==> src/rtl/gbe_ctrl_pkg.sv <==
// Shared types for the GbE/loopback write steering and its round-robin readout controller.
package gbe_ctrl_pkg;

  typedef enum logic [2:0] {
    IDLE     = 3'd0,
    PASS_GBE = 3'd1,
    PASS_LB  = 3'd2,
    DROP     = 3'd3,
    RESYNC   = 3'd4
  } state_t;

  localparam logic DEST_GBE = 1'b0;
  localparam logic DEST_LB  = 1'b1;

endpackage

==> src/rtl/gbe_write_ctrl_if.sv <==
// Word stream in, FIFO-pair write port out, for gbe_write_ctrl.
interface gbe_write_ctrl_if #(
  parameter int unsigned DATA_W = 64,
  parameter int unsigned CTR_W  = 16
);
  logic              din_valid;
  logic [DATA_W-1:0] din;
  logic              din_eof;
  logic              gbe_afull;
  logic              lb_afull;
  logic [DATA_W-1:0] dout;
  logic              gbe_we;
  logic              lb_we;
  logic              frame_err;
  logic [CTR_W-1:0]  drop_ctr;
  logic [CTR_W-1:0]  pkt_ctr;

  modport master (
    output din_valid, din, din_eof, gbe_afull, lb_afull,
    input  dout, gbe_we, lb_we, frame_err, drop_ctr, pkt_ctr
  );

  modport slave (
    input  din_valid, din, din_eof, gbe_afull, lb_afull,
    output dout, gbe_we, lb_we, frame_err, drop_ctr, pkt_ctr
  );
endinterface

==> src/rtl/gbe_sat_ctr.sv <==
// Saturating up-counter: increments on ce && inc, sticks at all-ones.
module gbe_sat_ctr #(
  parameter int unsigned CTR_W = 16
) (
  input  logic             clk,
  input  logic             rst,
  input  logic             ce,
  input  logic             inc,
  output logic [CTR_W-1:0] count
);

  always_ff @(posedge clk or posedge rst) begin
    if (rst) begin
      count <= '0;
    end else if (ce && inc && (count != '1)) begin
      count <= count + CTR_W'(1);
    end
  end

endmodule

==> src/rtl/gbe_write_ctrl.sv <==
// Steers whole fixed-length packets into the GbE or loopback FIFO, dropping packets that do not fit.
// Define GBE_WRITE_CTRL_STATS_EN to build the saturating drop/packet counters.
module gbe_write_ctrl
  import gbe_ctrl_pkg::*;
#(
  parameter int unsigned WORDS_PER_PACKET      = 7,
  parameter int unsigned WORDS_PER_PACKET_BITS = 3,
  parameter int unsigned DATA_W                = 64,
  parameter int unsigned DEST_BIT              = 0,
  parameter int unsigned CTR_W                 = 16
) (
  input  logic             clk,
  input  logic             rst,
  input  logic             ce,
  gbe_write_ctrl_if.slave  bus
);

  localparam int unsigned WCW = WORDS_PER_PACKET_BITS;
  localparam logic [WCW-1:0] LAST_IDX = WCW'(WORDS_PER_PACKET - 1);

  state_t            state;
  logic [WCW-1:0]    word_ctr;
  logic [DATA_W-1:0] dout_q;
  logic              gbe_we_q;
  logic              lb_we_q;
  logic              frame_err_q;

  logic accept_c;
  logic last_c;
  logic hdr_dest_c;
  logic hdr_full_c;

  always_comb begin
    accept_c   = ce && bus.din_valid;
    last_c     = (word_ctr == LAST_IDX);
    hdr_dest_c = bus.din[DEST_BIT];
    hdr_full_c = (hdr_dest_c == DEST_LB) ? bus.lb_afull : bus.gbe_afull;
  end

  // Packet FSM; strobes default low so they only pulse on accepted words.
  always_ff @(posedge clk or posedge rst) begin
    if (rst) begin
      state       <= IDLE;
      word_ctr    <= '0;
      dout_q      <= '0;
      gbe_we_q    <= 1'b0;
      lb_we_q     <= 1'b0;
      frame_err_q <= 1'b0;
    end else begin
      gbe_we_q    <= 1'b0;
      lb_we_q     <= 1'b0;
      frame_err_q <= 1'b0;
      if (accept_c) begin
        dout_q <= bus.din;
        unique case (state)
          IDLE: begin
            if (!hdr_full_c) begin
              gbe_we_q <= (hdr_dest_c == DEST_GBE);
              lb_we_q  <= (hdr_dest_c == DEST_LB);
            end
            if (bus.din_eof) begin
              frame_err_q <= 1'b1;
              word_ctr    <= '0;
            end else begin
              word_ctr <= WCW'(1);
              if (hdr_full_c)                 state <= DROP;
              else if (hdr_dest_c == DEST_LB) state <= PASS_LB;
              else                            state <= PASS_GBE;
            end
          end
          PASS_GBE, PASS_LB, DROP: begin
            gbe_we_q <= (state == PASS_GBE);
            lb_we_q  <= (state == PASS_LB);
            if (last_c) begin
              word_ctr    <= '0;
              frame_err_q <= !bus.din_eof;
              state       <= bus.din_eof ? IDLE : RESYNC;
            end else if (bus.din_eof) begin
              word_ctr    <= '0;
              frame_err_q <= 1'b1;
              state       <= IDLE;
            end else begin
              word_ctr <= word_ctr + WCW'(1);
            end
          end
          RESYNC: begin
            if (bus.din_eof) begin
              word_ctr <= '0;
              state    <= IDLE;
            end else begin
              word_ctr <= last_c ? '0 : word_ctr + WCW'(1);
            end
          end
          default: begin
            word_ctr <= '0;
            state    <= IDLE;
          end
        endcase
      end
    end
  end

  assign bus.dout      = dout_q;
  assign bus.gbe_we    = gbe_we_q;
  assign bus.lb_we     = lb_we_q;
  assign bus.frame_err = frame_err_q;

`ifdef GBE_WRITE_CTRL_STATS_EN
  logic pkt_inc_c;
  logic drop_inc_c;

  // A packet counts only when its final word carries eof exactly on time.
  always_comb begin
    pkt_inc_c  = accept_c && last_c && bus.din_eof &&
                 ((state == PASS_GBE) || (state == PASS_LB));
    drop_inc_c = accept_c && last_c && bus.din_eof && (state == DROP);
  end

  gbe_sat_ctr #(.CTR_W(CTR_W)) u_pkt_ctr (
    .clk   (clk),
    .rst   (rst),
    .ce    (ce),
    .inc   (pkt_inc_c),
    .count (bus.pkt_ctr)
  );

  gbe_sat_ctr #(.CTR_W(CTR_W)) u_drop_ctr (
    .clk   (clk),
    .rst   (rst),
    .ce    (ce),
    .inc   (drop_inc_c),
    .count (bus.drop_ctr)
  );
`else
  assign bus.pkt_ctr  = '0;
  assign bus.drop_ctr = '0;
`endif

endmodule

==> src/flat_wrapper.sv <==
// flat-port wrapper written by rule: the top's interface ports become plain ports
module gbe_write_ctrl_flat import gbe_ctrl_pkg::*;
#(
  parameter int unsigned WORDS_PER_PACKET      = 7,
  parameter int unsigned WORDS_PER_PACKET_BITS = 3,
  parameter int unsigned DATA_W                = 64,
  parameter int unsigned DEST_BIT              = 0,
  parameter int unsigned CTR_W                 = 16
)
  (clk, rst, ce, bus_din_valid, bus_din, bus_din_eof, bus_gbe_afull, bus_lb_afull, bus_dout, bus_gbe_we, bus_lb_we, bus_frame_err, bus_drop_ctr, bus_pkt_ctr);
  gbe_write_ctrl_if #(.DATA_W(DATA_W), .CTR_W(CTR_W)) bus_i ();
  input  logic clk;
  input  logic rst;
  input  logic ce;
  input wire logic [$bits(bus_i.din_valid)-1:0] bus_din_valid;
  input wire logic [$bits(bus_i.din)-1:0] bus_din;
  input wire logic [$bits(bus_i.din_eof)-1:0] bus_din_eof;
  input wire logic [$bits(bus_i.gbe_afull)-1:0] bus_gbe_afull;
  input wire logic [$bits(bus_i.lb_afull)-1:0] bus_lb_afull;
  output wire logic [$bits(bus_i.dout)-1:0] bus_dout;
  output wire logic [$bits(bus_i.gbe_we)-1:0] bus_gbe_we;
  output wire logic [$bits(bus_i.lb_we)-1:0] bus_lb_we;
  output wire logic [$bits(bus_i.frame_err)-1:0] bus_frame_err;
  output wire logic [$bits(bus_i.drop_ctr)-1:0] bus_drop_ctr;
  output wire logic [$bits(bus_i.pkt_ctr)-1:0] bus_pkt_ctr;
  assign bus_i.din_valid = bus_din_valid;
  assign bus_i.din = bus_din;
  assign bus_i.din_eof = bus_din_eof;
  assign bus_i.gbe_afull = bus_gbe_afull;
  assign bus_i.lb_afull = bus_lb_afull;
  assign bus_dout = bus_i.dout;
  assign bus_gbe_we = bus_i.gbe_we;
  assign bus_lb_we = bus_i.lb_we;
  assign bus_frame_err = bus_i.frame_err;
  assign bus_drop_ctr = bus_i.drop_ctr;
  assign bus_pkt_ctr = bus_i.pkt_ctr;
  gbe_write_ctrl #(.WORDS_PER_PACKET(WORDS_PER_PACKET), .WORDS_PER_PACKET_BITS(WORDS_PER_PACKET_BITS), .DATA_W(DATA_W), .DEST_BIT(DEST_BIT), .CTR_W(CTR_W)) u_core (.clk(clk), .rst(rst), .ce(ce), .bus(bus_i));
endmodule
==> config.mk <==
export PLATFORM = sky130hd
export DESIGN_NAME = gbe_write_ctrl_flat
export DESIGN_NICKNAME = d
export VERILOG_FILES = /design/src/rtl/gbe_ctrl_pkg.sv /design/src/rtl/gbe_write_ctrl_if.sv /design/src/rtl/gbe_sat_ctr.sv /design/src/rtl/gbe_write_ctrl.sv /design/src/flat_wrapper.sv
export SDC_FILE = /design/constraint.sdc
export NUM_CORES = 1
export LEC_CHECK = 0
export CAP_MARGIN = 20
export CORE_ASPECT_RATIO = 2
export CORE_MARGIN = 2
export CORE_UTILIZATION = 40
export DETAILED_ROUTE_END_ITERATION = 10
export MAX_ROUTING_LAYER = met4
export PLACE_DENSITY_LB_ADDON = 0.08
export RECOVER_POWER = 100
export SLEW_MARGIN = 20
export SYNTH_ARGS = -nofsm -noshare
export SYNTH_HDL_FRONTEND = slang
export SYNTH_SLANG_ARGS = --single-unit
==> constraint.sdc <==
create_clock -name clk -period 5.5 [get_ports clk]
set_clock_uncertainty 0.15 [all_clocks]
set_input_delay 1.65 -clock clk [delete_from_list [all_inputs] [get_ports clk]]
set_output_delay 1.65 -clock clk [all_outputs]
set_load 0.01 [all_outputs]
# [After elaboration in Yosys (flattened, before gate mapping)]
# Index checks and enable logic that the tools add are counted.
[classes] add_sub_neg=1 reduce_logical=5 n_bitwise=1 n_eq_ne=6 mux=24
[ops] op="2-to-1 mux 3 bit" count=9
[ops] op="one-hot mux 3 bit (3 select lines)" count=2
[ops] op="2-to-1 mux 1 bit" count=9
[ops] op="== test 3 x 2 -> 1 bit, second input constant" count=2
[ops] op="== test 3 bit, second input constant" count=2
[ops] op="one-hot mux 1 bit (2 select lines)" count=3
[ops] op="adder 3 x 1 -> 3 bit, second input constant" count=1
[ops] op="== test 3 x 1 -> 1 bit, second input constant" count=1
[ops] op="zero test 3 bit" count=1
[ops] op="OR reduction 3 bit" count=1
[ops] op="2-to-1 mux 2 bit" count=1
[ops] op="inequality test 2 bit, second input constant" count=1
[ops] op="AND reduction 2 bit" count=1
[ops] op="logical AND 1 bit" count=1
[ops] op="zero test 1 bit" count=1
[ops] op="inverter 1 bit" count=1
[totals] reg_bits=73 output_inout_bits=99 in_bits=71

# [Depth between registers and ports, before layout]
# Gate-level depths: netlist of run 1.
[depth] ltp_word=4 ltp_mapped=6

# [Worst setup path after synthesis of run 1]
# No wires, ideal clock.
[synth_path] kind="input to register" start="input ce" end="register u_core.dout_q[0] (netlist: u_core.bus.dout[0])" setup_ns=0.125 slack_ns=2.769 stages=5 t_required_ns=5.225 arrival_time_ns=2.456 path_cell_list="and2_4 buf_6 buf_6 buf_6 mux2_4"
[synth_between] elab_chain_cells=1
[synth_rtl] element="start, declared" line_no="flat_wrapper.sv:14" rtl="input logic ce;"
[synth_rtl] element="logical AND 1 bit" line_no="gbe_write_ctrl.sv:34" rtl="accept_c = ce && bus.din_valid;"
[synth_rtl] element="end signal, assigned" line_no="gbe_write_ctrl.sv:54" rtl="dout_q <= bus.din;"
[synth_rtl] element="end, declared" line_no="gbe_write_ctrl.sv:23" rtl="logic [DATA_W-1:0] dout_q;"
# No other way between the ends.
# A chain may end at the register's enable or synchronous reset.

# [Final worst setup path of run 1]
[layout_path] start="input ce" end="register u_core.dout_q[20] (netlist: u_core.bus.dout[20])"
# Same word-level chain as after synthesis.

==> out/metrics.csv, run 1 <==
stage,metric,value,unit
synthesis,synth_most_common_cell,dfrtp_1,
setup_path,path_buf_inv,1,
detailed_routing,dr.first_iter.drc_count,106,
pwr,pwr-share-comb,21.1,%
clock_tree,post_cts_resized,0,
clock_tree,clock_path_buffers,2,
setup_path,critPathLaunchType,input port,
setup_path,worstPathArrival,3.89,ns
placement,place_hpwl,5230,µm
synthesis,synthDistinctLibCells,33,
synthesis,netlist.area_leader.share,56.1,%
placement,dpl-instance-area,4530,µm²
floorplanning,num_rows,46,
final_layout,fillers,694,
synthesis,synth_cells,221,
final_layout,final_area,4740,µm²
final_layout,syn_to_final_growth,45.6,%
synthesis,synth_commonest_cells,"dfrtp_1, mux2_2, buf_4, mux2_4, buf_2",
placement,gp_congestion,0.808,
detailed_routing,vias,2112,
final_layout,fin_cells,457,
clock_tree,clk_latency,0.33,ns
floorplanning,core_region_area,7940,µm²
setup_path,path_cells,"dlygate4sd3_1, and2_2, mux2_2",
detailed_routing,drt-vias-per-instance,4.62,
synthesis,synth_edf_count,0,
clock_tree,cts_setup_buffers,0,
final_layout,fin_nets,429,
floorplanning,top_level_ports,170,
clock_tree,clk_pin_slew,0.05,ns
setup_path,path_class,in -> reg,
placement,place_ws,1.78,ns
setup_path,crit_required,5.56,ns
pwr,vdd_drop_max,0.000148,V
detailed_routing,drc,0,
detailed_routing,avgRoutedWirePerCell,15.7,µm
timing,rsz0062_at_grt,no,
timing,setup_violations,0,
synthesis,synth_seq_cells,73,
timing,max_slew_margin,-12.9,%
timing,max_freq,261,MHz
min_path,hp-class,reg -> reg,
timing,tns,0,ns
global_routing,grt_first_pass_wirelength,11500,µm
run_status,status,finished with violations,
clock_tree,cts_hold_buf,0,
synthesis,avgSynthCellArea,14.7,µm²
final_layout,diodes,0,
setup_path,slowest_stage,and2_2,
floorplanning,fp.dieH,132,µm
floorplanning,die_area,8920,µm²
timing,worst_slew_pin_slew,1.69,ns
global_routing,grt_max_degree,68,
floorplanning,fp.dieW,67.8,µm
clock_tree,cts_made_buffers,9,
pwr,power.switching,0.385,mW
timing,fin_crit_sh,69.6,%
placement,io_buffers,137,
global_routing,antenna_found_initial,0,
synthesis,syn_area,3250,µm²
run_status,violations,"capacitance limit, slew limit",
run,drv.max_cap_violation_count,2,
global_routing,overflow,0,
detailed_routing,postRouteAntennaNets,0,
clock_tree,htreeDepth,3,
global_routing,track_usage,18.0,%
global_routing,grt_pass1_vias,2147,
clock_tree,cts_tree,yes,
clock_tree,clock-sinks,73,
timing,finalHoldViolations,0,
setup_path,crit_fanout,67,
pwr,leakagePower,2.05,nW
final_layout,layout-drive-gt1-share,15.0,%
setup_path,end_kind,flip-flop,
setup_path,cpLargestDelayFamily,simple AND/OR/NAND/NOR gates,
synthesis,synth.top_cells.by_area,"dfrtp_1, mux2_2, mux2_4",
pwr,power_switching_share,24.3,%
setup_path,max_stage_delay,1.17,ns
pwr,pwr-share-seq,41.4,%
detailed_routing,routed_wirelength,7160,µm
clock_tree,root_buffer,clkbuf_16,
detailed_routing,dr.pass1.iters,4,
timing,setup_ws,1.67,ns
synthesis,synthArstFlopShare,100,%
timing,min_period,3.83,ns
pwr,powerDensity,335,nW/µm²
timing,slew_viol_final,114,
synthesis,synth_ff_type,dfrtp_1,
placement,numPlacedInstances,441,
pwr,clkPwrFrac,37.4,%
synthesis,ys_seq_area_share,56.1,%
pwr,p_int,1.20,mW
synthesis,ys.warnings.count,0,
synthesis,synth_area_leader_cell,dfrtp_1,
floorplanning,start_util,41.0,%
-- layer usage --
layer  global-route usage (%)  up-vias  wire length [µm]
li1                         -      980                 -
met4                     8.00        0               146
met2                     30.9       88              4000
met1                     18.3     1034              2470
met5                        -        -                 0
met3                     4.79       10               545
-- placed cells by master (no fill, tap or decap), types with 2 or more instances in the layout --
master and count:
clkbuf_8 3, conb_1 32, clkbuf_1 2, mux2_2 37
nor2_1 5, dfrtp_1 73, nor3_1 5, ha_1 2
inv_1 2, a22o_1 2, dlygate4sd3_1 69, mux2_1 27
clkbuf_16 9, clkdlybuf4s50_1 68, o41ai_1 3
-- kinds of logic (layout without fill, tap and decap cells) --
group	Yosys count	after routing	synth area share (%)
DFF	73	73	56.1
muxes	64	64	25.3
buffers and inverters	47	156	10.6
and+or+nand+nor	17	17	2.81
AOI/OAI and AO/OA	16	16	4.04
adders and majority gates	2	2	0.769
other	1	32	0.115
xor gates and xnor gates	1	1	0.269
-- sequential cells by signal, indices dropped and copies added (netlist names) --
register and flops:
u_core.word_ctr 3, u_core.bus.lb_we 1, u_core.bus.frame_err 1, u_core.bus.gbe_we 1, u_core.bus.dout 64, u_core.state 3
-- worst paths after layout --
check / from / cells past startpoint / to / slack (ns)
setup reg to reg: u_core.word_ctr[0]$_DFFE_PP0P_ / 5 / u_core.word_ctr[2]$_DFFE_PP0P_ / 3.86
hold / removal: u_core.bus.dout[2]$_DFFE_PP0P_ / 1 / u_core.bus.dout[2]$_DFFE_PP0P_ / 0.32
min in group asynchronous: rst / 2 / u_core.bus.dout[14]$_DFFE_PP0P_ / 2.15
setup / recovery: ce / 3 / u_core.bus.dout[20]$_DFFE_PP0P_ / 1.67
hold reg to reg: u_core.bus.dout[2]$_DFFE_PP0P_ / 1 / u_core.bus.dout[2]$_DFFE_PP0P_ / 0.32
max in group asynchronous: rst / 3 / u_core.bus.dout[43]$_DFFE_PP0P_ / 1.87
-- stage by stage --
step | hold slack (ns) | total power [mW] | utilization (%)
3_5_place_dp | 0.341 | 1.07 | 57.1
5_1_grt | 0.345 | 1.67 | 59.7
4_1_cts | 0.357 | 1.67 | 60.9
6_report | 0.325 | 1.59 | 59.7
2_1_floorplan | 0.355 | 0.865 | -
3_3_place_gp | 0.339 | 1.06 | 57.1
-- final cells by class --
cell class                      count  area [µm²]  share of cell area [%]
Tap cell                           96         120                    2.53
Multi-Input combinational cell    132        1100                    23.1
Sequential cell                    73        1830                    38.6
Clock inverter                      2        35.0                   0.739
Inverter                            2        7.51                   0.158
Clock buffer                       14         274                    5.78
Timing Repair Buffer              138        1380                    29.1
-- power by group through the flow --
stage | Combinational, mW | Clock [mW] | Sequential [mW]
CTS | 0.397 | 0.613 | 0.665
finish | 0.336 | 0.595 | 0.658
global placement | 0.390 | 0 | 0.669
global route | 0.364 | 0.635 | 0.670
floorplan | 0.166 | 0 | 0.698
detailed placement | 0.395 | 0 | 0.674
No activity file was read; power rests on OpenSTA's default activity.
==> run 2: changes to the inputs <==
CORE_UTILIZATION = 36   (was 40)
clock period = 3.1 ns   (was 5.5 ns; I/O delays follow)
==> run 2 against run 1 <==
- the run now ends clean
- clock power is 71% higher
- core utilization is 5.9 points lower
- worst hold slack better by 0.0044 ns
- critical path type is now reg -> out
- largest cell class unchanged
==> out/metrics.csv, run 2 (synthesized netlist as in run 1, its figures left out) <==
stage,metric,value,unit
final_layout,final_common_cell,dfrtp_1,
clock_tree,clk_latency,0.33,ns
timing,finalHoldViolations,0,
setup_path,max_stage_delay,0.64,ns
setup_path,path_buf_inv,1,
setup_path,crit_fanout,2,
floorplanning,core_region_area,8890,µm²
setup_path,crit_required,2.02,ns
final_layout,final_cell_mix,"dfrtp_1, dlygate4sd3_1, clkdlybuf4s50_1",
detailed_routing,vias,2115,
floorplanning,fp.dieH,138,µm
setup_path,slowest_stage,dlygate4sd3_1,
setup_path,end_kind,primary output,
detailed_routing,dr.pass1.iters,4,
floorplanning,top_level_ports,170,
timing,slew_viol_final,0,
timing,setup_violations,0,
timing,max_slew_margin,32.5,%
clock_tree,htreeDepth,3,
setup_path,worstPathArrival,1.34,ns
final_layout,largest_reg_flops,64,
global_routing,antenna_found_initial,0,
timing,max_freq,413,MHz
detailed_routing,routed_wirelength,7350,µm
global_routing,grt_first_pass_wirelength,11800,µm
detailed_routing,drt-vias-per-instance,4.55,
timing,worst_slew_pin_slew,1.01,ns
floorplanning,fp.dieW,71.2,µm
placement,place_hpwl,5490,µm
floorplanning,num_rows,49,
pwr,clkPwrFrac,36.6,%
timing,holdWs,0.329,ns
detailed_routing,postRouteAntennaNets,0,
clock_tree,cts_setup_buffers,0,
timing,min_period,2.42,ns
final_layout,fillers,785,
timing,fin_crit_sh,78.2,%
clock_tree,root_buffer,clkbuf_16,
pwr,power_switching_share,25.2,%
placement,io_buffers,137,
pwr,leakagePower,2.07,nW
pwr,pwr-share-seq,41.8,%
min_path,hp-class,reg -> reg,
clock_tree,cts_tree,yes,
setup_path,path_cells,dlygate4sd3_1,
pwr,p_int,2.09,mW
final_layout,syn_to_final_growth,46.9,%
final_layout,layout-drive-gt1-share,16.5,%
pwr,power,2.80,mW
clock_tree,clock-sinks,73,
pwr,powerDensity,585,nW/µm²
final_layout,multiInputGateArea,1100,µm²
clock_tree,clock_path_buffers,2,
setup_path,critPathLaunchType,flip-flop,
detailed_routing,dr.first_iter.drc_count,85,
placement,gp_congestion,0.785,
clock_tree,cts_made_buffers,9,
final_layout,diodes,0,
setup_path,cpLargestDelayFamily,buffers and inverters,
global_routing,overflow,0,
global_routing,track_usage,16.5,%
timing,tns,0,ns
final_layout,fin_nets,431,
detailed_routing,avgRoutedWirePerCell,15.8,µm
detailed_routing,drc,0,
pwr,pwr-share-comb,21.6,%
floorplanning,start_util,36.6,%
global_routing,grt_max_degree,74,
timing,rsz0062_at_grt,no,
clock_tree,cts_hold_buf,0,
floorplanning,die_area,9860,µm²
clock_tree,post_cts_resized,0,
global_routing,grt_pass1_vias,2160,
setup_path,path_class,reg -> out,
pwr,vdd_drop_max,0.000351,V
pwr,power.switching,0.704,mW
run,drv.max_cap_violation_count,0,
clock_tree,clk_pin_slew,0.05,ns
final_layout,seqCellArea,1830,µm²
run_status,status,finished clean,
## run 2: cell count changes in the layout (fill, tap and decap cells not counted), moves of 2 or more
cell / previous run / this run
mux2_4: 0 / 2
buf_12: 0 / 2
clkbuf_8: 3 / 1
clkinv_2: 1 / 4
mux2_1: 27 / 25
clkbuf_1: 2 / 0
## run 2: power by group through the flow
stage | sequential [mW] | combinational (mW) | clock, mW
5_1_grt | 1.19 | 0.653 | 1.11
6_report | 1.17 | 0.605 | 1.02
2_1_floorplan | 1.24 | 0.295 | 0
3_5_place_dp | 1.20 | 0.710 | 0
3_3_place_gp | 1.19 | 0.703 | 0
4_1_cts | 1.18 | 0.713 | 1.06
## run 2: path summary, 6_finish.rpt
kind                                                  from  slack (ns)  cells after the start                               to
setup reg to reg            u_core.word_ctr[0]$_DFFE_PP0P_        1.51                      5   u_core.word_ctr[2]$_DFFE_PP0P_
max in group asynchronous                              rst        0.89                      3  u_core.bus.dout[43]$_DFFE_PP0P_
hold / removal             u_core.bus.dout[16]$_DFFE_PP0P_        0.33                      1  u_core.bus.dout[16]$_DFFE_PP0P_
setup / recovery           u_core.bus.dout[11]$_DFFE_PP0P_        0.68                      1                     bus_dout[11]
min in group asynchronous                              rst        1.26                      3  u_core.bus.dout[13]$_DFFE_PP0P_
hold reg to reg            u_core.bus.dout[16]$_DFFE_PP0P_        0.33                      1  u_core.bus.dout[16]$_DFFE_PP0P_
## run 2: cell type report
| cell class | instances | share of cell area (%) |
|---|---|---|
| Multi-Input combinational cell | 132 | 23.1 |
| Inverter | 2 | 0.157 |
| Clock inverter | 6 | 1.20 |
| Clock buffer | 10 | 5.00 |
| Sequential cell | 73 | 38.2 |
| Tap cell | 102 | 2.67 |
| Timing Repair Buffer | 140 | 29.7 |
## run 2: per-stage QoR
step	util [%]	cell area, µm²	setup WS, ns	std cells
2_1_floorplan	-	3370	0.167	252
3_3_place_gp	51.7	4590	0.466	449
3_5_place_dp	51.7	4590	0.444	449
4_1_cts	55.0	4890	0.740	465
5_1_grt	53.8	4780	0.635	465
6_report	53.8	4780	0.676	465
## run 2: layer usage
layer | up-vias | GRT usage [%] | part of all wire (%)
met4 | 0 | 6.45 | 1.9
met2 | 91 | 28.1 | 58
met3 | 9 | 5.32 | 6.0
li1 | 986 | - | -
met1 | 1029 | 17.2 | 34
met5 | - | - | 0
